--- src/rtl/com_delay_meas_pkg.sv ---
// Shared types and constants for the loopback latency meter.
package com_delay_meas_pkg;

   // Measurement sequencer states.
   typedef enum logic [1:0] {
      ST_IDLE   = 2'd0,
      ST_INJECT = 2'd1,
      ST_WAIT   = 2'd2,
      ST_REPORT = 2'd3
   } state_t;

   // Marker word injected onto the transmit path and searched for on receive.
   localparam logic [31:0] C_MARKER_DEFAULT = 32'hA5C3_5A3C;

   // Word driven while waiting for the marker, so payload cannot false-match.
   localparam logic [31:0] C_IDLE_WORD = 32'h0000_0000;

   // Width of every delay value (counter, results).
   localparam int C_DELAY_W = 11;

   // Saturated result reported on timeout.
   localparam logic [C_DELAY_W-1:0] C_DELAY_SAT = 11'h7FF;

endpackage

--- src/rtl/com_delay_stats.sv ---
// Delay statistics: running sum, minimum and maximum over one measurement run.
// Results are published straight from the registers, so they change only when
// a sample is accepted, the run is cleared, or a timeout is flagged.
module com_delay_stats
   import com_delay_meas_pkg::*;
#(
   parameter int C_NUM_MEAS_LOG2 = 2
) (
   input  logic                 I_clk,
   input  logic                 I_rst,
   input  logic                 I_clear,
   input  logic                 I_sampleValid,
   input  logic [C_DELAY_W-1:0] I_sample,
   input  logic                 I_timeout,
   output logic [C_DELAY_W-1:0] O_avg,
   output logic [C_DELAY_W-1:0] O_min,
   output logic [C_DELAY_W-1:0] O_max,
   output logic                 O_timeout
);

   // Wide enough to hold 2^C_NUM_MEAS_LOG2 samples of the largest delay.
   localparam int ACC_W = C_DELAY_W + C_NUM_MEAS_LOG2;

   logic [ACC_W-1:0]     acc_q, acc_d;
   logic [C_DELAY_W-1:0] min_q, min_d;
   logic [C_DELAY_W-1:0] max_q, max_d;
   logic                 to_q,  to_d;

   // Next-state: clear starts a fresh run, otherwise fold in the new sample.
   always_comb begin
      acc_d = acc_q;
      min_d = min_q;
      max_d = max_q;
      to_d  = to_q;
      if (I_clear) begin
         acc_d = '0;
         min_d = C_DELAY_SAT;
         max_d = '0;
         to_d  = 1'b0;
      end else begin
         if (I_sampleValid) begin
            acc_d = acc_q + ACC_W'(I_sample);
            if (I_sample < min_q) begin
               min_d = I_sample;
            end
            if (I_sample > max_q) begin
               max_d = I_sample;
            end
         end
         if (I_timeout) begin
            to_d = 1'b1;
         end
      end
   end

   // Statistics registers; reset drives every published result to zero.
   always_ff @(posedge I_clk) begin
      if (I_rst) begin
         acc_q <= '0;
         min_q <= '0;
         max_q <= '0;
         to_q  <= 1'b0;
      end else begin
         acc_q <= acc_d;
         min_q <= min_d;
         max_q <= max_d;
         to_q  <= to_d;
      end
   end

   // Average is the truncated sum divided by the power-of-two sample count.
   assign O_avg     = to_q ? C_DELAY_SAT : acc_q[ACC_W-1 -: C_DELAY_W];
   assign O_min     = to_q ? C_DELAY_SAT : min_q;
   assign O_max     = to_q ? C_DELAY_SAT : max_q;
   assign O_timeout = to_q;

endmodule

--- src/rtl/com_delay_meas.sv ---
// Loopback latency meter: passes transmit data through in idle, and on start
// injects a marker, counts clocks until it returns, repeats, and reports
// average / minimum / maximum delay.
module com_delay_meas
   import com_delay_meas_pkg::*;
#(
   parameter logic [31:0]          C_MARKER        = C_MARKER_DEFAULT,
   parameter logic [C_DELAY_W-1:0] C_MAX_DELAY     = 11'd1024,
   parameter int                   C_NUM_MEAS_LOG2 = 2
) (
   input  logic                 I_clk,
   input  logic                 I_rst,
   input  logic                 I_start,
   input  logic [31:0]          I_srcData,
   output logic [31:0]          O_dstData,
   input  logic [31:0]          I_rxData,
   output logic                 O_busy,
   output logic                 O_done,
   output logic                 O_timeout,
   output logic [C_DELAY_W-1:0] O_delay,
   output logic [C_DELAY_W-1:0] O_delayMin,
   output logic [C_DELAY_W-1:0] O_delayMax
);

   // One spare bit keeps the index non-empty when only one measurement is run.
   localparam int                   IDX_W     = C_NUM_MEAS_LOG2 + 1;
   localparam logic [IDX_W-1:0]     LAST_IDX  = IDX_W'((1 << C_NUM_MEAS_LOG2) - 1);
   localparam logic [C_DELAY_W-1:0] CNT_LIMIT = C_MAX_DELAY - 11'd1;

   state_t               state_q, state_d;
   logic [C_DELAY_W-1:0] cnt_q, cnt_d;
   logic [C_DELAY_W-1:0] cnt_cur;
   logic [IDX_W-1:0]     idx_q, idx_d;
   logic [31:0]          pass_q;
   logic                 rx_match;
   logic                 stat_clear;
   logic                 stat_valid;
   logic                 stat_timeout;

   // The marker cycle itself counts as delay 0, so a combinational loop reads 0.
   assign cnt_cur  = (state_q == ST_INJECT) ? '0 : cnt_q;
   assign rx_match = (I_rxData == C_MARKER);

   // State, delay counter, measurement index and the passthrough register.
   always_ff @(posedge I_clk) begin
      if (I_rst) begin
         state_q <= ST_IDLE;
         cnt_q   <= '0;
         idx_q   <= '0;
         pass_q  <= '0;
      end else begin
         state_q <= state_d;
         cnt_q   <= cnt_d;
         idx_q   <= idx_d;
         pass_q  <= I_srcData;
      end
   end

   // Sequencer: accept start, detect marker or timeout, step through the run.
   always_comb begin
      state_d      = state_q;
      cnt_d        = cnt_q;
      idx_d        = idx_q;
      stat_clear   = 1'b0;
      stat_valid   = 1'b0;
      stat_timeout = 1'b0;
      case (state_q)
         ST_IDLE: begin
            if (I_start) begin
               state_d    = ST_INJECT;
               idx_d      = '0;
               stat_clear = 1'b1;
            end
         end
         ST_INJECT, ST_WAIT: begin
            if (rx_match) begin
               stat_valid = 1'b1;
               if (idx_q == LAST_IDX) begin
                  state_d = ST_REPORT;
               end else begin
                  state_d = ST_INJECT;
                  idx_d   = idx_q + IDX_W'(1);
               end
            end else if (cnt_cur == CNT_LIMIT) begin
               // Counter would reach the limit next cycle: give up.
               state_d      = ST_REPORT;
               stat_timeout = 1'b1;
            end else begin
               state_d = ST_WAIT;
               cnt_d   = cnt_cur + 11'd1;
            end
         end
         ST_REPORT: begin
            state_d = ST_IDLE;
         end
         default: begin
            state_d = ST_IDLE;
         end
      endcase
   end

   // Transmit mux: marker on inject, idle word while waiting, payload otherwise.
   always_comb begin
      O_dstData = pass_q;
      case (state_q)
         ST_INJECT: O_dstData = C_MARKER;
         ST_WAIT:   O_dstData = C_IDLE_WORD;
         default:   O_dstData = pass_q;
      endcase
   end

   assign O_busy = (state_q == ST_INJECT) || (state_q == ST_WAIT);
   assign O_done = (state_q == ST_REPORT);

   com_delay_stats #(
      .C_NUM_MEAS_LOG2 (C_NUM_MEAS_LOG2)
   ) u_stats (
      .I_clk         (I_clk),
      .I_rst         (I_rst),
      .I_clear       (stat_clear),
      .I_sampleValid (stat_valid),
      .I_sample      (cnt_cur),
      .I_timeout     (stat_timeout),
      .O_avg         (O_delay),
      .O_min         (O_delayMin),
      .O_max         (O_delayMax),
      .O_timeout     (O_timeout)
   );

endmodule

--- config.mk ---
export PLATFORM = sky130hd
export DESIGN_NAME = com_delay_meas
export DESIGN_NICKNAME = d
export VERILOG_FILES = /design/src/rtl/com_delay_meas_pkg.sv /design/src/rtl/com_delay_stats.sv /design/src/rtl/com_delay_meas.sv
export SDC_FILE = /design/constraint.sdc
export NUM_CORES = 1
export LEC_CHECK = 0
export CAP_MARGIN = 20
export CORE_AREA = 2 2 105 107
export DETAILED_ROUTE_END_ITERATION = 10
export DIE_AREA = 0 0 107 109
export GPL_ROUTABILITY_DRIVEN = 0
export MAX_ROUTING_LAYER = met4
export PLACE_DENSITY = 0.79
export SETUP_SLACK_MARGIN = 0.02
export SKIP_CTS_REPAIR_TIMING = 1
export SYNTH_ARGS = -nofsm -noshare
export SYNTH_HDL_FRONTEND = slang
export SYNTH_SLANG_ARGS = --single-unit
export TNS_END_PERCENT = 20
--- constraint.sdc ---
create_clock -name I_clk -period 4.65 [get_ports I_clk]
set_input_delay 0.6975 -clock I_clk [delete_from_list [all_inputs] [get_ports I_clk]]
set_output_delay 0.6975 -clock I_clk [all_outputs]
set_load 0.1 [all_outputs]
== Yosys cells after proc, flatten, opt, wreduce, memory -nomap -nowiden ==
Index checks and enable logic that the tools add are counted.

* Register bits: 84
* Output and inout bits: 68

* Add/sub/neg operators: 3
* $lt $le $gt $ge: 2
* Equal/unequal tests: 9
* Mux-type cells: 24
* Bitwise operators: 2
* Reductions and logical operators: 11

{| class="wikitable"
|+ Operators with widths
! cell !! count
|-
| 11-bit two-way mux || 7
|-
| 32-bit case mux with 2 select lines || 1
|-
| 32-bit == test, second input constant || 1
|-
| 13-bit by 11-bit adder with 13-bit output || 1
|-
| 11-bit by 1-bit adder with 11-bit output, second input constant || 1
|-
| 11-bit by 10-bit == test with 1-bit output, second input constant || 1
|-
| 11-bit greater-than comparator || 1
|-
| 11-bit less-than comparator || 1
|-
| 3-bit two-way mux || 3
|-
| 1-bit two-way mux || 8
|-
| 2-bit two-way mux || 3
|-
| 2-bit inequality test, second input constant || 3
|-
| 2-bit case mux with 3 select lines || 1
|-
| 3-bit case mux with 2 select lines || 1
|-
| 2-bit nonzero test || 3
|-
| 2-bit == test, second input constant || 2
|-
| 2-bit AND reduction || 2
|-
| 4-bit AND reduction || 1
|-
| 2-bit OR reduction || 2
|-
| 3-bit by 1-bit adder with 3-bit output, second input constant || 1
|-
| 3-bit by 2-bit == test with 1-bit output, second input constant || 1
|-
| 3-bit AND reduction || 1
|-
| 2-bit by 1-bit == test with 1-bit output, second input constant || 1
|-
| 2-bit zero test || 1
|-
| 2 further kinds || 3
|}

== Logic depth before layout (Yosys ltp) ==
Gate-level depths: netlist of the first run.

* Word-level depth: 6
* Depth in mapped cells: 16

== Hierarchy ==
A second synthesis of the first run with hierarchy kept.

* Cells, all modules: 571
* Area, all modules: 4888.4 sq um

{| class="wikitable"
|+ By module, submodules not included
! module !! instances !! cells each !! area each (sq um) !! sequential area each (sq um)
|-
| com_delay_stats || 1 || 314 || 2620.0 || 720.7
|-
| com_delay_meas || 1 || 257 || 2268.4 || 960.9
|}

== Least setup slack after synthesis of the first run ==
Ideal clock, no wire load.

* Path type: reg2out
* From: reg state_q[0]
* To: out O_dstData[11]
* Arrival: 3724 ps
* Slack: 228 ps
* Stages on the path, launching flop included: 6
* Buffers on the path: 2
* Path through: dfxtp_1 -> inv_1 -> ha_1 -> clkbuf_1 -> clkbuf_1 -> o21ai_0

* Cells in the longest elaborated chain, start to end: 2
* Elaborated cells on any way between the ends: 3

{| class="wikitable"
|+ Ends and longest elaborated chain
! item !! line !! source
|-
| start: declaration || com_delay_meas.sv:30 || <nowiki>state_t state_q, state_d;</nowiki>
|-
| start signal: assignment || com_delay_meas.sv:52 || <nowiki>state_q <= state_d;</nowiki>
|-
| 2-bit == test / 2-bit by 1-bit == test with 1-bit output (equally long branches) || com_delay_meas.sv:105 || <nowiki>case (state_q)</nowiki>
|-
| 32-bit case mux with 2 select lines (*) || com_delay_meas.sv:105 ||
|-
| end: declaration || com_delay_meas.sv:15 || <nowiki>output logic [31:0] O_dstData,</nowiki>
|}

Every way passes the cells marked *; elsewhere a longest branch is shown, timed or not.

== Final worst setup path of the first run ==
* From: reg state_q[1]
* To: reg u_stats.min_q[9]

* Cells in the longest elaborated chain, start to end: 5
* Elaborated cells on any way between the ends: 14

{| class="wikitable"
|+ Ends and longest elaborated chain
! item !! line !! source
|-
| 2-bit by 1-bit == test with 1-bit output || com_delay_meas.sv:41 || <nowiki>assign cnt_cur = (state_q == ST_INJECT) ? '0 : cnt_q;</nowiki>
|-
| 11-bit two-way mux || com_delay_meas.sv:41 ||
|-
| net cnt_cur[7] || com_delay_meas.sv:32 || <nowiki>logic [C_DELAY_W-1:0] cnt_cur;</nowiki>
|-
| 11-bit less-than comparator || com_delay_stats.sv:43 || <nowiki>if (I_sample < min_q) begin</nowiki>
|-
| 2-bit nonzero test (no line) || -- ||
|-
| 2-bit AND reduction (no line) || -- ||
|-
| end signal: assignment || com_delay_stats.sv:65 || <nowiki>min_q <= min_d;</nowiki>
|-
| end: declaration || com_delay_stats.sv:25 || <nowiki>logic [C_DELAY_W-1:0] min_q, min_d;</nowiki>
|}

The timed path passes the listed nets, and every way through them passes these cells. The select of a mux whose other input is x is not followed.
A chain may end at the register's enable or synchronous reset.

==> results of run 1 <==
worst reg2reg max path, cell delays in order, from the launching register on:
cell and delay, ps:
dfxtp_1 360, inv_1 80, ha_1 380, buf_4 320, nor2b_1 450, ha_1 350
a21o_1 190, a21o_1 180, a21oi_1 190, nor2b_1 110, a2111oi_4 320, buf_4 270
mux2i_1 210, a21oi_1 80
metrics by stage:
stage	std cells	util, %	instance area, um^2	total power [uW]
floorplan	610	-	5000	2390
global placement	853	60.0	6360	2770
detailed placement	853	60.0	6360	2800
CTS	868	61.8	6560	3330
global route	869	62.1	6580	3500
finish	869	62.1	6580	3360
placed cells by master, fill, tap and decap left out, types with 7 or more instances in the layout:
cell             count
clkbuf_8            10
nor2_1              44
clkdlybuf4s50_1    117
xnor2_1              9
nand3_1             12
dfxtp_1             84
mux2i_1             28
a21oi_1             42
ha_1                29
nand2b_1             8
a31oi_1              9
or3_1                7
or2_2               34
inv_1               43
o21ai_0             42
nand2_1             32
buf_4               26
nor2b_1             59
a21o_1               9
cell type report:
class	count	area [um^2]
clock inverter	4	50.0
clock buffer	11	141
fill	889	4020
sequential	84	1680
multi-input combinational	441	2970
inverter	44	165
tap	140	175
timing repair buffer	145	1400
power by group:
| group | switching, uW | leakage (uW) | internal (uW) | total [uW] |
|---|---|---|---|---|
| Sequential | 44.5 | 0.000689 | 777 | 821 |
| Combinational | 1520 | 0.00189 | 491 | 2010 |
| Clock | 262 | 0.0000914 | 259 | 521 |
worst paths after layout:
| check | startpoint | cells after the start | to |
|---|---|---|---|
| hold reg to reg | u_stats.acc_q[0]$_SDFFE_PP0P_ | 2 | u_stats.acc_q[0]$_SDFFE_PP0P_ |
| setup / recovery | state_q[1]$_SDFFE_PP0N_ | 13 | u_stats.min_q[9]$_SDFFE_PP0P_ |
| setup reg to reg | state_q[1]$_SDFFE_PP0N_ | 13 | u_stats.min_q[9]$_SDFFE_PP0P_ |
| hold / removal | u_stats.acc_q[0]$_SDFFE_PP0P_ | 2 | u_stats.acc_q[0]$_SDFFE_PP0P_ |
state kept, by name, indices dropped and copies added, names as in the netlist:
| register | flops |
|---|---|
| pass_q | 32 |
| u_stats.acc_q | 13 |
| cnt_q | 11 |
| u_stats.max_q | 11 |
| u_stats.min_q | 11 |
| idx_q | 3 |
| state_q | 2 |
| u_stats.O_timeout | 1 |
cell families after synthesis:
kind of cell    synth area share (%)
simple gates                    27.0
flops                           33.6
fa+ha+maj                       7.85
buf+inv                         7.15
mux                             5.60
compound gates                  16.7
xor+xnor                        2.10
routing by layer:
layer  GRT usage [%]  vias up  routed length [um]
met5               -        -                   0
met4            9.37        0                 292
met3            4.72       25                 857
met2            40.1      151                6300
met1            28.3     2139                5550
li1                -     2305                   -
==> results.py, run 1 <==
metrics = {
    "cts": {
        "clkTransAtPathRegs_ps": 90,
        "clock-root-buffer": "clkbuf_8",
        "clock_path_buffers": 2,
        "clock_sinks": 84,
        "htreeDepth": 3,
        "clk-insertion-delay-late_ps": 360,
        "cts_tree": "built",
        "numCtsBuffers": 9,
    },
    "floorplanning": {
        "initial_core_util_pct": 47.2,
        "die_area_um2": 11700,
        "dieWidth_um": 107,
        "die_y_um": 109,
        "row_count": 38,
        "boundaryPins": 135,
        "coreArea_um2": 10600,
    },
    "logic_synthesis": {
        "synth_ff_type": "dfxtp_1",
        "yosys.area.top_type_share_pct": 33.6,
        "async_flop_share_pct": 0,
        "syn-num-nets": 707,
        "synth-seq-cells": 84,
        "seq_area_frac_synth_pct": 33.6,
        "yosys-top-cells-count": "dfxtp_1 (84), nor2b_1 (59), nor2_1 (44), inv_1 (43)",
        "synth_area_um2": 5000,
        "ys_warn_count": 0,
        "avgSynthCellArea_um2": 8.20,
        "netlist_instances": 610,
        "synth.most_common_cell": "dfxtp_1",
        "synthTopCellsByArea": "dfxtp_1 (34%), nor2b_1 (7.4%), ha_1 (7.2%)",
        "synthDistinctLibCells": 61,
        "yosysTopAreaCell": "dfxtp_1",
        "synth_edf_count": 0,
    },
    "placed_design": {
        "hpwl_mm": 9.42,
        "portBuffers": 134,
        "pre_cts_slack_ps": 1120,
    },
    "cells_and_area": {
        "drive_gt1_share_pct": 12.3,
        "syn_to_final_growth_pct": 31.5,
        "final_nets": 822,
        "num_antenna_cells": 0,
    },
    "drt": {
        "drt-pass1-iter-count": 5,
        "final_antenna_net_count": 0,
        "vias": 4620,
        "routed_via_density": 5.32,
        "wirelength_mm": 13.0,
        "drt_iter0_drc": 228,
        "routedWlPerCell_um": 15.0,
        "drc_errors": 0,
    },
    "setup_path": {
        "required_ps": 4860,
        "crit_type": "reg2reg",
        "critPathMaxFanout": 26,
        "worst-endpoint-arrival_ps": 3850,
        "cp_cell_sequence": "inv_1 -> ha_1 -> buf_4 -> nor2b_1 -> ha_1 -> a21o_1 -> a21o_1 -> a21oi_1 -> nor2b_1 -> a2111oi_4 -> buf_4 -> mux2i_1 -> a21oi_1",
        "crit_path_start_kind": "register",
        "crit_path_top_delay_cell": "nor2b_1",
        "regToRegSetupSlack_ps": 1020,
        "path_buf_inv": 3,
        "worstSetupEndpointType": "register",
        "cp_top_family": "compound AO/OA/AOI/OAI gates",
        "cpPeakStageDelay_ps": 450,
    },
    "timing": {
        "skew_ps": 13.8,
        "finalHoldViolations": 0,
        "finalHoldWorstSlack_ps": 469,
        "min_period_over_period_pct": 78.1,
        "fin_ws_ps": 1020,
        "max_slew_margin_pct": 32.8,
        "fmax_mhz": 275,
        "rsz0062_at_grt": "no",
        "fin_crit_ps": 3630,
        "worstMarginPinSlew_ps": 1010,
        "setup_viol": 0,
        "slew_viol_final": 0,
        "setup_tns_ps": 0,
    },
    "outcome": {
        "status": "finished clean",
    },
    "global_route": {
        "grt_start_max_net_pins": 61,
        "grt_pass1_vias": 4592,
        "grt-ovfl-total": 0,
        "antenna_found_initial": 0,
        "grt_pass1_wl_mm": 21.6,
        "grt_use_total_pct": 23.9,
    },
    "power": {
        "power.density_nw_per_um2": 510,
        "peakVddDrop_mv": 0.863,
        "leakagePower_uw": 0.00267,
    },
    "min_path": {
        "hp-class": "reg2reg",
    },
    "run": {
        "cap_violations": 0,
    },
}
Note: power is estimated with default switching activity, not from simulation.
==> inputs of run 2 (changes only) <==
Clock period 4.65 ns to 3.74 ns, I/O delays scaled along.
==> results.py, run 2 (synthesis results as in run 1) <==
metrics = {
    "outcome": {
        "status": "finished clean",
    },
    "timing": {
        "rsz0062_at_grt": "no",
        "fmax_mhz": 292,
        "skew_ps": 9.48,
        "setup_viol": 0,
        "min_period_over_period_pct": 91.4,
        "worstMarginPinSlew_ps": 998,
        "fin_crit_ps": 3420,
        "finalHoldViolations": 0,
        "max_slew_margin_pct": 33.3,
        "slew_viol_final": 0,
    },
    "drt": {
        "drt-pass1-iter-count": 5,
        "routedWlPerCell_um": 14.8,
        "vias": 4645,
        "drc_errors": 0,
        "wirelength_mm": 13.0,
        "final_antenna_net_count": 0,
        "drt_iter0_drc": 304,
        "routed_via_density": 5.31,
    },
    "cells_and_area": {
        "final_nets": 827,
        "stdcell_count": 875,
        "largest_register_ffs": 32,
        "drive_gt1_share_pct": 20.0,
        "layout_common_cells": "dfxtp_1 (84), buf_4 (67), clkdlybuf4s50_1 (66)",
        "syn_to_final_growth_pct": 33.2,
        "final_common_cell": "dfxtp_1",
        "fillers": 884,
        "post-route-util_pct": 62.9,
        "largestRegisters": "pass_q (32), u_stats.acc_q (13)",
        "regMostFlops": "pass_q",
        "num_antenna_cells": 0,
    },
    "global_route": {
        "antenna_found_initial": 0,
        "grt_pass1_wl_mm": 21.5,
        "grt_use_total_pct": 24.0,
        "grt-ovfl-total": 0,
        "grt_pass1_vias": 4550,
        "grt_start_max_net_pins": 38,
    },
    "power": {
        "p_total_uw": 4360,
        "switching_power_uw": 2330,
        "p_clk_share_pct": 14.0,
        "switching_share_pct": 53.6,
        "seq_power_share_pct": 23.4,
        "p_int_uw": 2020,
        "power.density_nw_per_um2": 653,
        "peakVddDrop_mv": 1.05,
        "leakagePower_uw": 0.00284,
        "comb_power_share_pct": 62.5,
    },
    "setup_path": {
        "regToRegSetupSlack_ps": 320,
        "crit_type": "reg2reg",
        "worstSetupEndpointType": "register",
        "critPathMaxFanout": 9,
        "rr_startpoint": "state_q[1]$_SDFFE_PP0N_",
        "crit_start": "state_q[1]$_SDFFE_PP0N_",
        "required_ps": 4000,
        "crit_path_start_kind": "register",
        "worst-endpoint-arrival_ps": 3680,
    },
    "min_path": {
        "hp-class": "reg2reg",
        "min_from": "u_stats.acc_q[7]$_SDFFE_PP0P_",
    },
    "floorplanning": {
        "coreArea_um2": 10600,
        "boundaryPins": 135,
        "row_count": 38,
        "dieWidth_um": 107,
        "die_y_um": 109,
        "die_area_um2": 11700,
        "initial_core_util_pct": 47.2,
    },
    "cts": {
        "clkTransAtPathRegs_ps": 90,
        "clock_sinks": 84,
        "htreeDepth": 3,
        "clk-insertion-delay-late_ps": 370,
        "cts_tree": "built",
        "numCtsBuffers": 9,
        "clock_path_buffers": 2,
        "clock-root-buffer": "clkbuf_8",
    },
    "run": {
        "cap_violations": 0,
    },
    "placed_design": {
        "dp_cells": 859,
        "portBuffers": 134,
        "hpwl_mm": 9.80,
    },
}
==> run 2: cell types whose count changed in the layout (fill, tap and decap cells not counted) <==
cell	previous run	this run
buf_12	0	16
buf_16	1	0
buf_4	26	67
bufinv_16	1	0
clkbuf_1	1	2
clkbuf_8	10	11
clkdlybuf4s50_1	117	66
clkinv_4	0	1
clkinvlp_4	2	1
nor2b_1	59	58
nor2b_2	0	1
==> run 2: final timing paths <==
kind / to / cells after the start
max: u_stats.acc_q[8]$_SDFFE_PP0P_ / 13
min: u_stats.acc_q[7]$_SDFFE_PP0P_ / 2
max reg2reg: u_stats.acc_q[8]$_SDFFE_PP0P_ / 13
min reg2reg: u_stats.acc_q[7]$_SDFFE_PP0P_ / 2
==> run 2: critical path, cell delays in order (launching register included) <==
cell	delay, ps
dfxtp_1	360
inv_1	80
ha_1	330
buf_4	230
nor2b_4	180
ha_1	210
inv_1	60
fa_1	390
o32ai_1	610
o21ai_0	240
a211oi_1	310
nor3_1	100
mux2i_1	150
nand2_1	70
==> run 2: per-layer routing <==
layer / share of wire, % / global-route usage (%)
met5: 0 / -
met1: 41 / 27.3
met4: 3.0 / 11.2
met3: 8.2 / 6.63
met2: 48 / 39.4
==> run 2: metrics by stage <==
stage                     area, um^2  setup TNS (ps)  worst slack (ps)  hold WS, ps
after CTS                       6660               0               277          479
after floorplan                 5000           -6670              -545          440
after global routing            6670               0              63.1          504
after detailed placement        6480               0               305          465
final                           6670               0               320          476
after global placement          6480               0               432          447
==> run 2: cell type report <==
type / instances / area (um^2) / area share, %
Sequential cell: 84 / 1680 / 25.2
Clock inverter: 3 / 21.3 / 0.319
Timing Repair Buffer: 150 / 1490 / 22.3
Multi-Input combinational cell: 441 / 2970 / 44.6
Clock buffer: 13 / 159 / 2.38
Tap cell: 140 / 175 / 2.63
Inverter: 44 / 165 / 2.48
==> run 2: power groups by stage <==
stage	logic, uW	clock network, uW	registers (uW)
floorplan	1940	0	1020
global route	2860	662	1030
detailed placement	2730	0	1040
finish	2720	611	1020
global placement	2680	0	1040
CTS	2730	626	1020
